[config.mk]
export PLATFORM = sky130hd
export DESIGN_NAME = uart_tx_fifo
export DESIGN_NICKNAME = d
export VERILOG_FILES = /design/src/rtl/uart_tx_fifo.sv
export SDC_FILE = /design/constraint.sdc
export NUM_CORES = 1
export LEC_CHECK = 0
export CAP_MARGIN = 20
export CORE_MARGIN = 2
export CORE_UTILIZATION = 45
export DETAILED_ROUTE_END_ITERATION = 8
export PLACE_DENSITY_LB_ADDON = 0.25
export SYNTH_ARGS = -nofsm -noshare
export SYNTH_HDL_FRONTEND = slang
export SYNTH_SLANG_ARGS = --single-unit
[constraint.sdc]
create_clock -name clk -period 4.6 [get_ports clk]
set_input_delay 0.92 -clock clk [delete_from_list [all_inputs] [get_ports clk]]
set_output_delay 0.92 -clock clk [all_outputs]
set_load 0.01 [all_outputs]
[src/rtl/uart_tx_fifo.sv]
// uart_tx_fifo: UART transmitter with a configurable frame format and a transmit FIFO.
// Queued frames go out back-to-back with no idle clock between them.
// Ports:
//   clk, rst_n   - clock (rising edge), asynchronous active-low reset
//   in_valid     - producer has a byte on in_data
//   in_data      - byte to transmit (DATA_BITS wide)
//   in_ready     - combinational; FIFO not full
//   tx           - serial line, idle high
//   busy         - high while any frame bit is on the line
//   tx_done      - one-cycle pulse on the final clock of each frame's last stop bit
//   fifo_count   - current FIFO occupancy
module uart_tx_fifo #(
  parameter int unsigned CLK_HZ     = 100_000_000,
  parameter int unsigned BAUD       = 115_200,
  parameter int unsigned BAUD_DIV   = CLK_HZ / BAUD,
  parameter int unsigned DATA_BITS  = 8,
  parameter int unsigned PARITY     = 0,
  parameter int unsigned STOP_BITS  = 1,
  parameter int unsigned FIFO_DEPTH = 16
) (
  input  logic                          clk,
  input  logic                          rst_n,
  input  logic                          in_valid,
  input  logic [DATA_BITS-1:0]          in_data,
  output logic                          in_ready,
  output logic                          tx,
  output logic                          busy,
  output logic                          tx_done,
  output logic [$clog2(FIFO_DEPTH):0]   fifo_count
);

  localparam int unsigned PTR_W  = $clog2(FIFO_DEPTH);
  localparam int unsigned CNT_W  = PTR_W + 1;
  localparam int unsigned BAUD_W = $clog2(BAUD_DIV);
  localparam int unsigned BIT_W  = $clog2(DATA_BITS + 1);

  // Elaboration-time parameter checks
  if (BAUD == 0 || CLK_HZ < BAUD) begin : g_bad_rate
    $error("uart_tx_fifo: CLK_HZ must be >= BAUD and BAUD non-zero");
  end
  if (BAUD_DIV < 2) begin : g_bad_div
    $error("uart_tx_fifo: BAUD_DIV must be >= 2");
  end
  if (DATA_BITS < 5 || DATA_BITS > 9) begin : g_bad_data
    $error("uart_tx_fifo: DATA_BITS must be 5..9");
  end
  if (PARITY > 2) begin : g_bad_par
    $error("uart_tx_fifo: PARITY must be 0, 1 or 2");
  end
  if (STOP_BITS < 1 || STOP_BITS > 2) begin : g_bad_stop
    $error("uart_tx_fifo: STOP_BITS must be 1 or 2");
  end
  if (FIFO_DEPTH < 2 || (FIFO_DEPTH & (FIFO_DEPTH - 1)) != 0) begin : g_bad_depth
    $error("uart_tx_fifo: FIFO_DEPTH must be a power of two >= 2");
  end

  typedef enum logic [2:0] {
    S_IDLE,
    S_START,
    S_DATA,
    S_PARITY,
    S_STOP
  } state_e;

  state_e               state_q, state_d;
  logic [BAUD_W-1:0]    baud_q, baud_d;
  logic [BIT_W-1:0]     bit_q, bit_d;
  logic [DATA_BITS-1:0] shreg_q, shreg_d;
  logic                 par_q, par_d;
  logic                 tx_q, tx_d;
  logic                 busy_q, busy_d;
  logic                 done_q, done_d;
  logic [PTR_W-1:0]     wr_ptr_q, wr_ptr_d;
  logic [PTR_W-1:0]     rd_ptr_q, rd_ptr_d;
  logic [CNT_W-1:0]     count_q, count_d;
  logic [DATA_BITS-1:0] mem_q [FIFO_DEPTH];

  logic push_c, pop_c, baud_end_c, last_stop_c;
  logic [DATA_BITS-1:0] head_c;

  assign in_ready    = (count_q != CNT_W'(FIFO_DEPTH));
  assign push_c      = in_valid && in_ready;
  assign baud_end_c  = (baud_q == '0);
  assign last_stop_c = (state_q == S_STOP) && (bit_q == BIT_W'(STOP_BITS - 1));
  assign head_c      = mem_q[rd_ptr_q];
  // A new frame starts from idle, or on the final clock of the previous frame
  assign pop_c       = (count_q != '0) &&
                       ((state_q == S_IDLE) || (last_stop_c && baud_end_c));

  // FIFO storage; contents need no reset
  always_ff @(posedge clk) begin
    if (push_c) begin
      mem_q[wr_ptr_q] <= in_data;
    end
  end

  // FIFO pointers and occupancy
  always_comb begin
    wr_ptr_d = wr_ptr_q;
    rd_ptr_d = rd_ptr_q;
    count_d  = count_q;
    if (push_c) begin
      wr_ptr_d = wr_ptr_q + PTR_W'(1);
    end
    if (pop_c) begin
      rd_ptr_d = rd_ptr_q + PTR_W'(1);
    end
    case ({push_c, pop_c})
      2'b10:   count_d = count_q + CNT_W'(1);
      2'b01:   count_d = count_q - CNT_W'(1);
      default: count_d = count_q;
    endcase
  end

  // Frame sequencer: next state and line outputs
  always_comb begin
    state_d = state_q;
    baud_d  = baud_end_c ? baud_q : baud_q - BAUD_W'(1);
    bit_d   = bit_q;
    shreg_d = shreg_q;
    par_d   = par_q;
    tx_d    = tx_q;
    busy_d  = busy_q;
    done_d  = 1'b0;

    case (state_q)
      S_IDLE: begin
        tx_d   = 1'b1;
        busy_d = 1'b0;
      end
      S_START: begin
        if (baud_end_c) begin
          state_d = S_DATA;
          baud_d  = BAUD_W'(BAUD_DIV - 1);
          bit_d   = '0;
          tx_d    = shreg_q[0];
          shreg_d = shreg_q >> 1;
        end
      end
      S_DATA: begin
        if (baud_end_c) begin
          baud_d = BAUD_W'(BAUD_DIV - 1);
          if (bit_q == BIT_W'(DATA_BITS - 1)) begin
            bit_d = '0;
            if (PARITY != 0) begin
              state_d = S_PARITY;
              tx_d    = par_q;
            end else begin
              state_d = S_STOP;
              tx_d    = 1'b1;
            end
          end else begin
            bit_d   = bit_q + BIT_W'(1);
            tx_d    = shreg_q[0];
            shreg_d = shreg_q >> 1;
          end
        end
      end
      S_PARITY: begin
        if (baud_end_c) begin
          state_d = S_STOP;
          baud_d  = BAUD_W'(BAUD_DIV - 1);
          bit_d   = '0;
          tx_d    = 1'b1;
        end
      end
      S_STOP: begin
        tx_d = 1'b1;
        // Registered pulse lands on the last clock of the last stop bit
        if (last_stop_c && baud_q == BAUD_W'(1)) begin
          done_d = 1'b1;
        end
        if (baud_end_c) begin
          if (last_stop_c) begin
            state_d = S_IDLE;
            busy_d  = 1'b0;
          end else begin
            bit_d  = bit_q + BIT_W'(1);
            baud_d = BAUD_W'(BAUD_DIV - 1);
          end
        end
      end
      default: begin
        state_d = S_IDLE;
        tx_d    = 1'b1;
        busy_d  = 1'b0;
      end
    endcase

    // Pop overrides the idle/stop decisions above and starts a fresh frame
    if (pop_c) begin
      state_d = S_START;
      baud_d  = BAUD_W'(BAUD_DIV - 1);
      bit_d   = '0;
      tx_d    = 1'b0;
      busy_d  = 1'b1;
      shreg_d = head_c;
      par_d   = (PARITY == 1) ? ~^head_c : ^head_c;
    end
  end

  // State registers
  always_ff @(posedge clk or negedge rst_n) begin
    if (!rst_n) begin
      state_q  <= S_IDLE;
      baud_q   <= '0;
      bit_q    <= '0;
      shreg_q  <= '0;
      par_q    <= 1'b0;
      tx_q     <= 1'b1;
      busy_q   <= 1'b0;
      done_q   <= 1'b0;
      wr_ptr_q <= '0;
      rd_ptr_q <= '0;
      count_q  <= '0;
    end else begin
      state_q  <= state_d;
      baud_q   <= baud_d;
      bit_q    <= bit_d;
      shreg_q  <= shreg_d;
      par_q    <= par_d;
      tx_q     <= tx_d;
      busy_q   <= busy_d;
      done_q   <= done_d;
      wr_ptr_q <= wr_ptr_d;
      rd_ptr_q <= rd_ptr_d;
      count_q  <= count_d;
    end
  end

  assign tx         = tx_q;
  assign busy       = busy_q;
  assign tx_done    = done_q;
  assign fifo_count = count_q;

endmodule

Yosys cells after proc, flatten, opt, wreduce, memory -nomap -nowiden
Memory sizes are Yosys's and may differ from the RTL's. Index checks and enable logic that the tools add are counted. W data, S select, Z words.

Memories kept: 1. RAM bits: 128. Latch bits: 0. Bits in read-only memories: 0. Bits in registers: 41. Logic and storage cells: 98.

Bitwise logic cells: 0. Add/subtract/negate cells: 6. Divide/modulo/power cells: 0. Eq/ne operators: 20. Multiply operators: 0. Shift operators: 0. $lt $le $gt $ge: 0. Reductions and logical operators: 20. Mux-type cells: 41.

Memories: mem_q (depth 16, bits a word 8, rd ports 1, clocked after Yosys merged registers in 0, write ports 1, RTL line 76) `logic [DATA_BITS-1:0] mem_q [FIFO_DEPTH];`.

Operator list (number): $mux W10 (5); $mux W8 (4); $mux W4 (6); $ne A3 B3 Y1 const B (8); $mux W3 (7); $pmux W10 S2 (1); $pmux W8 S2 (1); $pmux W3 S5 (1); $add A4 B1 Y4 const B (3); $mux W1 (12); $pmux W4 S3 (1); $eq A10 B1 Y1 const B (1); $logic_not A10 Y1 (1); $pmux W5 S2 (1); $sub A10 B1 Y10 const B (1); $reduce_and A7 Y1 (1); $eq A3 B2 Y1 const B (2); $reduce_and A3 Y1 (2); $add A5 B1 Y5 const B (1); $logic_and A1 B1 Y1 (5); $ne A5 B5 Y1 const B (1); $reduce_and A5 Y1 (1); $reduce_bool A5 Y1 (1); $sub A5 B1 Y5 const B (1); other kinds (19) (19).

Logic depth before layout (Yosys ltp)
Depth after elaboration: 7. Gate-level depth with buffers: 16. Mapped depth without buffers: 14.

Least setup slack after synthesis
Ideal clock, no wire load.

Kind: reg2reg. From: register baud_q[0]. To: register count_q[4], in the netlist fifo_count[4]. Setup slack: 1124 ps. Data arrival time: 3396 ps. Stages on the path, launching flop included: 17. Required time: 4520 ps. Path through: dfrtp_1 > inv_1 > ha_1 > nor3b_1 > nand4_1 > a211o_2 > inv_1 > buf_2 > ha_1 > clkbuf_1 > xor2_1 > ha_1 > a21boi_0 > o221ai_1 > a21o_1 > a21oi_1 > xnor2_1.

Longest elaborated chain between the ends: 6.

Ends and longest elaborated chain: from (decl) (RTL line 66) `logic [BAUD_W-1:0] baud_q, baud_d;`; from (signal assigned) (RTL line 218) `baud_q <= baud_d;`; $logic_not A10 Y1 * (RTL line 83) `assign baud_end_c = (baud_q == '0);`; $logic_and A1 B1 Y1 * (RTL line 88) `((state_q == S_IDLE) || (last_stop_c && baud_end_c));`; $logic_or A1 B1 Y1 * (RTL line 88); $logic_and A1 B1 Y1 * (RTL line 87) `assign pop_c = (count_q != '0) &&`; $eq A2 B1 Y1 or $eq A2 B2 Y1 (tied branches) (RTL line 108) `case ({push_c, pop_c})`; $pmux W5 S2 or $reduce_bool A2 Y1 (tied branches); to (signal assigned) (RTL line 227) `count_q <= count_d;`; to (decl) (RTL line 75) `logic [CNT_W-1:0] count_q, count_d;`.

Every way passes the cells marked *; elsewhere a longest branch is shown, timed or not. A chain may end at the register's enable or synchronous reset.

Final worst setup path
Ends and elaborated chain as after synthesis.

==> results.toml <==
[placement]
gp_congestion = 0.844
port-buffer-count = 19
dp_hpwl_um = 9520
place_ws_ns = 0.522

[clock_network]
cts_resized = 0
cts_tree = "built"
root_buffer = "clkbuf_16"
ctsHoldBuffers = 0
cts_sinks = 169
cts_buffer_depth = 2
cts_setup_buffers = 0
clkTransAtPathRegs_ns = 0.07
cts_buffers = 17
clk_latency_ns = 0.43
htree_levels = 4

[setup_path]
crit_path_start_kind = "flip-flop"
r2r_setup_slack_ns = 0.46
worst-path-max-fanout = 14
arrival_ns = 4.49
cp_slowest_stage_delay_ns = 0.48
endpoint_kind = "flip-flop"
r2r_cells = 14
worstPathCellList = "inv_1 -> ha_1 -> nor3b_1 -> nand4_1 -> a211o_2 -> inv_1 -> ha_1 -> xor2_1 -> ha_1 -> a21boi_0 -> o221ai_1 -> a21o_1 -> a21oi_1 -> xnor2_1"
critical_path.startpoint = "baud_q[0]"
cp_slowest_cell = "a211o_2"
critPathMostFrequentCell = "ha_1"
crit_type = "flip-flop to flip-flop"
reg2reg_to = "fifo_count[4]"
r2r-start = "baud_q[0]"
cp.required_ns = 4.95

[min_path]
hold_depth = 2
min_to = "shreg_q[7]"
hold_path_class = "flip-flop to flip-flop"
hp-start = "shreg_q[7]"

[logic_synthesis]
synth_ff_type = "edfxtp_1"
syn_area_per_cell_um2 = 15.9
synth_cell_types = 59
synth_cells = 455
ys_seq_elements = 169
synth_top_family_by_area = "multiplexers"
yosys.area_share.simple_pct = 8.19
synth_compound_area_share_pct = 7.41
synthMuxAreaShare_pct = 10.4
synth-adder-area-share_pct = 2.60
synth_seq_area_share_pct = 67.4
async_reset_ff_share_pct = 24.3
synth_edf_count = 128
syn-num-nets = 481
syn_area_mm2 = 0.00722
synth-xor-area-share_pct = 2.06
ys_warn_count = 0

[route]
num_vias = 4023
dr.first_iter.drc_count = 321
viasPerCell = 5.67
first_pass_iters = 5
drtAntennaViolNets = 0
route.detailed.drc = 0
routed_wl_um = 14200
wire_per_inst_um = 20.0

[global_route]
grt_overflow_total = 0
grt_pass1_vias = 4038
grt_pass1_wl_um = 22500
grt_max_degree = 42
antenna_found_initial = 0
grt.total_usage_pct = 18.2

[pwr]
p_leak_uw = 0.00285
ir_worst_vdd_mv = 0.260
power_density_mw_per_mm2 = 444
p_sw_share_pct = 25.4
pwr-share-comb_pct = 10.9
p_int_uw = 2730
power_frac_seq_pct = 51.7
p_sw_uw = 927
clkPwrFrac_pct = 37.3

[sta]
worst_pin_slew_ns = 0.979
fin_tns_setup_ns = 0
timing.final.crit_share_pct = 90.0
slew_headroom_pct = 34.8
setup_viol = 0
fin_worst_skew_ns = 0.00826
fin_crit_ns = 4.14
maxSlewViolCount = 0
hold_violations = 0
max_freq_ghz = 0.242
layout_setup_ws_ns = 0.460
rsz0062_at_grt = "no"

[floorplanning]
rows = 46
num_io_pins = 20
die_y_um = 131
dieWidth_um = 131
die-area_mm2 = 0.0171
initial_core_util_pct = 45.8
coreArea_mm2 = 0.0158

[status]
status = "completed"

[finish]
diodes = 0
nets = 507
syn_to_final_growth_pct = 14.0
drive_gt1_share_pct = 18.6

[run]
drv_cap = 0
## worst max-delay path by stage
| stage | endpoint | slack (ns) | depth (start not counted) |
|---|---|---|---|
| 4_1_cts | fifo_count[4] | 0.48 | 14 |
| 5_1_grt | fifo_count[4] | 0.09 | 14 |
| 6_report | fifo_count[4] | 0.46 | 14 |
| 3_3_place_gp | fifo_count[4] | 0.84 | 14 |
| 2_1_floorplan | fifo_count[4] | 1.12 | 16 |
| 3_5_place_dp | fifo_count[4] | 0.52 | 14 |
## routing by layer
layer  track usage (%)  share of wire (%)
met2              30.1                 51
met4              5.57                1.3
met3              4.64                3.9
met5                 0                  0
met1              24.0                 44
## worst max-delay path, delay by kind of cell, from the launching register on
kind / cells / cell delay, ns
compound gates: 5 / 1.33
flops: 1 / 0.47
fa+ha+maj: 3 / 0.86
xor+xnor: 2 / 0.34
simple gates: 2 / 0.59
buf+inv: 2 / 0.49
## placed cells by master (no fill, tap or decap), types with 2 or more instances in the layout
master / synthesis / layout
nor4_1: 6 / 6
clkdlybuf4s50_1: 0 / 18
a21oi_1: 7 / 7
nor2_1: 28 / 28
nor3b_1: 3 / 3
mux2_2: 2 / 2
nand4_1: 3 / 3
clkinv_4: 0 / 2
ha_1: 15 / 15
dfrtp_1: 40 / 39
a31oi_1: 4 / 4
edfxtp_1: 128 / 128
nand2b_1: 3 / 3
or3_4: 2 / 2
inv_1: 12 / 12
buf_4: 0 / 7
a21o_1: 2 / 2
clkinvlp_4: 0 / 2
a32oi_1: 2 / 2
xor2_1: 6 / 6
o21ai_0: 13 / 13
nand2_1: 31 / 31
nor2b_1: 4 / 4
o31ai_1: 2 / 2
inv_6: 0 / 6
and2_1: 5 / 5
nand3b_1: 3 / 3
and3_1: 2 / 2
a22o_1: 2 / 2
o21bai_1: 2 / 2
nand3_1: 10 / 10
o221a_2: 6 / 6
clkbuf_16: 0 / 17
nor3_1: 8 / 8
xnor2_1: 11 / 11
mux4_2: 32 / 32
a22oi_1: 16 / 16
## cells in the mapped netlist, drive strengths merged, types with 2 or more instances
library cell  count  area, um^2
a211o             2        18.8
a211oi            2        27.5
a21o              2        15.0
a21oi             7        35.0
a22o              2        17.5
a22oi            16         120
a31oi             4        25.0
a32oi             2        17.5
and2              5        31.3
and3              2        12.5
buf              11        50.0
clkbuf            9        33.8
dfrtp            40        1000
edfxtp          128        3840
ha               15         188
inv              13        51.3
mux2              2        22.5
mux4             32         721
nand2            31         116
nand2b            3        18.8
nand3            10        50.1
nand3b            3        22.5
nand4             3        18.8
nor2             28         105
nor2b             4        25.0
nor3              9        56.3
nor3b             3        22.5
nor4              6        37.5
o211ai            2        20.0
o21ai            13        65.1
o21bai            2        15.0
o221a             6        67.6
o31ai             2        15.0
or3               2        22.5
or3b              2        17.5
xnor2            11        96.3
xor2              6        52.6
## power by group through the flow
stage | Clock, uW | Sequential [uW] | Combinational, uW
2_1_floorplan | 0 | 1890 | 256
3_3_place_gp | 0 | 1920 | 396
3_5_place_dp | 0 | 1920 | 407
4_1_cts | 1390 | 1890 | 409
5_1_grt | 1450 | 1910 | 447
6_report | 1360 | 1890 | 399
## flip-flops by register name (all words and copies together), names as in the netlist, 3 cells and up
name and cells:
state_q 3, bit_q 4, baud_q 10, mem_q 128, wr_ptr_q 4, fifo_count 5, rd_ptr_q 4, shreg_q 8
## kinds of logic after synthesis
family,Yosys count
flip-flops,169
AND/OR/NAND/NOR,115
multiplexers,35
buffers and inverters,33
XOR/XNOR,17
AO/OA/AOI/OAI,71
adder cells (fa/ha/maj),15
## layout make-up
type / instances / area (um^2)
fill: 1319 / 7540
clock inverter: 14 / 135
inverter: 13 / 51.3
sequential: 169 / 4870
clock buffer: 18 / 429
timing repair buffer: 27 / 258
tap: 216 / 270
multi-input combinational: 253 / 2220
## per-stage QoR
stage | util (%) | std cells | hold WS, ns | power [uW] | instance area, um^2
after global routing | 52.2 | 710 | 0.570 | 3800 | 8230
final | 52.2 | 710 | 0.523 | 3650 | 8230
after detailed placement | 48.5 | 677 | 0.514 | 2330 | 7650
after CTS | 52.1 | 709 | 0.531 | 3690 | 8210
after global placement | 48.5 | 677 | 0.490 | 2310 | 7650
after floorplan | - | 455 | 0.468 | 2140 | 7220
Note: power is estimated with default switching activity, not from simulation.
